==> src/rtl/gary_arbiter.sv <==
// Gary chip-bus controller: address decode, CPU/DMA slot arbitration, overlays, CIA E-clock sync.
// Optional IDE/Gayle decode is built when GARY_IDE_EN is defined.
module gary_arbiter #(
  parameter int CHIP_BANKS = 4,
  parameter int SLOW_BANKS = 3,
  parameter int MAX_STALL  = 8
) (
  input  logic                  clk,
  input  logic                  reset_n,
  input  logic                  cck,
  input  logic                  e,
  input  logic [23:12]          cpuaddress,
  input  logic [20:19]          dmaaddress,
  input  logic                  cpurd,
  input  logic                  cpuhwr,
  input  logic                  cpulwr,
  input  logic                  dma,
  input  logic                  dmawr,
  input  logic                  dmapri,
  input  logic                  ovl,
  input  logic                  boot,
  output logic                  dbr,
  output logic                  rd,
  output logic                  hwr,
  output logic                  lwr,
  output logic [CHIP_BANKS-1:0] selchip,
  output logic [SLOW_BANKS-1:0] selslow,
  output logic                  selreg,
  output logic                  selciaa,
  output logic                  selciab,
  output logic                  selkick,
  output logic                  selboot,
  output logic                  selide,
  output logic                  selgayle,
  output logic [1:0]            dbg_state,
  output logic [7:0]            dbg_stall
);

  localparam int SW = (MAX_STALL < 2) ? 1 : $clog2(MAX_STALL + 1);
  localparam logic [SW-1:0] STALL_MAX = SW'(MAX_STALL);
  localparam logic [1:0] CHIP_MASK = 2'(CHIP_BANKS - 1);

  typedef enum logic [1:0] {
    S_IDLE = 2'd0,
    S_SYNC = 2'd1,
    S_END  = 2'd2
  } cia_state_t;

  cia_state_t    state;
  logic [SW-1:0] stall_cnt;
  logic          acc;
  logic          cia;
  logic          chipreg;
  logic          force_slot;
  logic          cia_wait;
  logic          chip_en;
  logic [1:0]    chip_idx;
  logic          slow_en;

  assign acc     = cpurd | cpuhwr | cpulwr;
  assign cia     = selciaa | selciab;
  assign chipreg = (cpuaddress[23:21] == 3'b000) | (cpuaddress[23:21] == 3'b110);

  // Region decode; DMA owns the bus whenever dma is high, so every CPU select is masked then.
  always_comb begin
    chip_en  = 1'b0;
    chip_idx = 2'b00;
    slow_en  = 1'b0;
    selreg   = 1'b0;
    selciaa  = 1'b0;
    selciab  = 1'b0;
    selkick  = 1'b0;
    selboot  = 1'b0;
    selide   = 1'b0;
    selgayle = 1'b0;
    if (dma) begin
      chip_en  = 1'b1;
      chip_idx = dmaaddress & CHIP_MASK;
    end else begin
      if (cpuaddress[23:19] == 5'b11111)
        selkick = 1'b1;
      if (cpuaddress[23:21] == 3'b000) begin
        chip_idx = cpuaddress[20:19] & CHIP_MASK;
        if (boot) begin
          if (cpuaddress[20:12] == 9'd0) selboot = 1'b1;
          else                           chip_en = 1'b1;
        end else if (ovl) begin
          selkick = 1'b1;
        end else begin
          chip_en = 1'b1;
        end
      end
      if (cpuaddress[23:21] == 3'b110 && cpuaddress[20:19] != 2'b11)
        slow_en = 1'b1;
      if (cpuaddress[23:16] == 8'hdf)
        selreg = 1'b1;
      if (cpuaddress[23:21] == 3'b101) begin
        selciaa = ~cpuaddress[12];
        selciab = ~cpuaddress[13];
      end
`ifdef GARY_IDE_EN
      selide   = (cpuaddress[23:16] == 8'hda);
      selgayle = (cpuaddress[23:16] == 8'hde);
`endif
    end
  end

  always_comb begin
    selchip = '0;
    for (int i = 0; i < CHIP_BANKS; i++)
      selchip[i] = chip_en && (chip_idx == 2'(i));
  end

  // Slow banks at or beyond SLOW_BANKS simply have no select bit.
  always_comb begin
    selslow = '0;
    for (int i = 0; i < SLOW_BANKS; i++)
      selslow[i] = slow_en && (cpuaddress[20:19] == 2'(i));
  end

  always_comb begin
    cia_wait = 1'b0;
    case (state)
      S_IDLE:  cia_wait = acc & cia & ~e;
      S_SYNC:  cia_wait = ~e;
      S_END:   cia_wait = 1'b0;
      default: cia_wait = 1'b0;
    endcase
  end

  assign force_slot = (MAX_STALL > 0) && (stall_cnt == STALL_MAX);

  // CPU handshake: an access (acc=1) completes in the cycle where dbr=0; while dbr=1
  // the CPU holds address and strobes unchanged.
  assign dbr = ~reset_n | dma | cia_wait | (acc & chipreg & dmapri & ~force_slot);
  assign rd  = reset_n & (cpurd  | (dma & ~dmawr));
  assign hwr = reset_n & (cpuhwr | (dma & dmawr));
  assign lwr = reset_n & (cpulwr | (dma & dmawr));

  // END holds the grant until the strobe drops so a second E pulse cannot re-grant.
  always_ff @(posedge clk or negedge reset_n) begin
    if (!reset_n) begin
      state <= S_IDLE;
    end else begin
      case (state)
        S_IDLE: if (acc && cia && !dma) state <= e ? S_END : S_SYNC;
        S_SYNC: begin
          if (!acc)           state <= S_IDLE;
          else if (e && !dma) state <= S_END;
        end
        S_END:   if (!acc) state <= S_IDLE;
        default: state <= S_IDLE;
      endcase
    end
  end

  always_ff @(posedge clk or negedge reset_n) begin
    if (!reset_n)
      stall_cnt <= '0;
    else if (!dbr || !acc)
      stall_cnt <= '0;
    else if (cck && chipreg && dmapri && !dma && stall_cnt != STALL_MAX)
      stall_cnt <= stall_cnt + 1'b1;
  end

  assign dbg_state = state;
  assign dbg_stall = 8'(stall_cnt);

endmodule

==> config.mk <==
export PLATFORM = sky130hd
export DESIGN_NAME = gary_arbiter
export DESIGN_NICKNAME = d
export VERILOG_FILES = /design/src/rtl/gary_arbiter.sv
export SDC_FILE = /design/constraint.sdc
export NUM_CORES = 1
export LEC_CHECK = 0
export ABC_AREA = 1
export CAP_MARGIN = 25
export CORE_ASPECT_RATIO = 0.75
export CORE_UTILIZATION = 34
export CTS_CLUSTER_SIZE = 28
export DETAILED_ROUTE_END_ITERATION = 16
export GPL_ROUTABILITY_DRIVEN = 0
export PLACE_DENSITY_LB_ADDON = 0.1
export SETUP_SLACK_MARGIN = 0.5
export SLEW_MARGIN = 20
export SYNTH_ARGS = -nofsm -noshare
export SYNTH_HDL_FRONTEND = slang
export SYNTH_SLANG_ARGS = --single-unit
==> constraint.sdc <==
create_clock -name clk -period 1.9 [get_ports clk]
set_input_delay 0.285 -clock clk [delete_from_list [all_inputs] [get_ports clk]]
set_output_delay 0.285 -clock clk [all_outputs]
set_load 0.005 [all_outputs]
==> flow_summary.ini <==
[run]
cap_violations = 0

[clock_network]
cts-hold-fix-buffers = 0
root_buffer = clkbuf_4
htree_levels = 1
clkLatencyLatePin_ps = 250
cts_buffer_depth = 2
clkSinkCount = 6
cts_tree = yes
clkTransAtPathRegs_ps = 50
cts_buffers = 3

[die]
start_util_pct = 36.9
rows = 14
die-height_um = 42.9
die_w_um = 56.5
core_area_um2 = 2050
die_area_um2 = 2420
pin_count = 54

[setup_path]
crit_top_cell = nand2_2
cp_max_fo = 2
cpPeakStageDelay_ps = 340
cp.required_ps = 1620
path_buf_inv = 3
endpoint_kind = output port
startpoint = stall_cnt[0]
arrival_ps = 1440
path_class = reg -> out
r2r_start = stall_cnt[0]
crit_path_start_kind = flip-flop
crit_family = simple AND/OR/NAND/NOR gates
crit_chain = inv_1 -> ha_2 -> nand2_2 -> nor2_2 -> nor2_2 -> nand3_1 -> nand2_2 -> inv_2 -> nand2_2 -> buf_2
crit_slowest_cell = dfrtp_1
reg2reg_depth = 12
crit_cells = 10

[synthesis]
netlist_area_um2 = 757
syn_inst = 133
synth_xor_area_share_pct = 1.16
synth_top_family_by_area = simple AND/OR/NAND/NOR gates
yosys.area_share.simple_pct = 45.8
synth_cell_type_count = 22
synthAdderAreaFrac_pct = 3.31
synth-seq-cells = 6
synth-warning-count = 0
synth.avg_cell_area_um2 = 5.69
synth_compound_area_share_pct = 10.2
synthMuxAreaShare_pct = 0
ys_seq_area_share_pct = 19.8

[worst_hold_path]
hp-class = in -> async

[detailed_routing]
drc = 0
antenna_left = 0
wl_per_cell_um = 17.3
drtPass1Iterations = 4
drtIter0Drc = 64
viasPerCell = 5.26
wirelength_um = 4570
route.vias.total = 1388

[global_route]
antenna_found_initial = 0
grt_max_degree = 8
grt_pass1_wl_um = 5640
first_global_vias = 1246
global_route.overflow_total = 0
grt.total_usage_pct = 31.3

[cells_and_area]
num_antenna_cells = 0
area_growth_pct = 147
final_util_pct = 91.3
fillCellCount = 84
final_common_cell = buf_4
drive_gt1_share_pct = 58.3
final_cell_mix = buf_4 (45), buf_6 (20)
nets = 270

[outcome]
outcome = complete, no violations

[timing]
timing.final.crit_share_pct = 91.0
grt_setup_unrepaired = yes
max_freq_mhz = 578
finalHoldViolations = 0
min_period_ps = 1730
setup_viol_count_final = 0
finClkSkew_ps = 9.29
drv_slew = 0
fin_hold_ws_ps = 109

[power]
vdd_drop_max_mv = 0.536
p_leak_uw = 0.00104
p_per_area_nw_per_um2 = 390

[place]
dp_hpwl_um = 2120
port_buffers = 47
==> routing by layer <==
metal,vias to the layer above,GRT usage (%),routed length [µm]
met4,0,21.0,322
met5,-,0,0
met3,33,5.79,376
li1,620,-,-
met2,110,57.9,2130
met1,625,32.3,1740
==> final cells by class <==
cell class / count / area (µm²) / share of cell area [%]
inverters: 26 / 108 / 5.75
repair buffers: 105 / 867 / 46.4
multi-input cells: 100 / 693 / 37.1
well taps: 24 / 30.0 / 1.61
flip-flops and latches: 6 / 150 / 8.03
clock buffers: 3 / 22.5 / 1.20
==> power by group <==
part           internal, µW  total, µW  switching, µW
Sequential              149        169           20.3
Clock                  71.5        119           47.2
Combinational           215        441            226
==> state kept, by name, indices dropped and copies added, names as in the netlist <==
register,flops
dbg_state,2
stall_cnt,4
==> final timing paths <==
check	end	slack, ps
min	stall_cnt[2]	110
max reg2reg	stall_cnt[2]	280
max	dbr	170
min in group clk	dbg_state[0]	590
max in group asynchronous	stall_cnt[0]	1660
min reg2reg	stall_cnt[3]	610
==> through the flow <==
step,setup TNS [ps],total power (µW),cells,instance area (µm²),setup slack [ps]
finish,0,729,264,1870,170
global route,0,776,264,1870,72.6
floorplan,0,327,138,778,500
global placement,-3960,503,231,1440,-355
CTS,0,661,255,1660,230
detailed placement,-4420,511,231,1440,-409
==> repair_timing <==
action	4_1_cts	5_1_grt
buffers inserted	21	9
pin swaps	22	34
setup endpoints to repair	28	21
resized for setup	164	50
==> logic make-up (layout without fill, tap and decap cells) <==
logic type / Yosys count / in the layout
and+or+nand+nor: 78 / 78
buffers and inverters: 32 / 134
AOI/OAI and AO/OA: 13 / 13
DFF: 6 / 6
adders and majority gates: 2 / 2
other: 1 / 6
xor gates and xnor gates: 1 / 1
==> cell usage after synthesis <==
cell / instances / area (µm²)
nor3_1: 4 / 20.0
nand4_1: 2 / 12.5
nand3b_1: 1 / 7.51
nand2_2: 4 / 25.0
inv_4: 1 / 6.26
dfrtp_1: 6 / 150
ha_1: 2 / 25.0
o21ai_0: 4 / 20.0
a21oi_1: 4 / 20.0
a21oi_2: 1 / 8.76
nor2_1: 29 / 109
xor2_1: 1 / 8.76
nand2_1: 27 / 101
inv_1: 25 / 93.8
buf_4: 6 / 45.0
nand3_1: 9 / 45.0
nor4_1: 1 / 6.26
a21boi_0: 1 / 7.51
o22ai_1: 1 / 6.26
nand3b_4: 1 / 20.0
o21bai_1: 2 / 15.0
conb_1: 1 / 3.75
(Power assumes the default switching activity.)
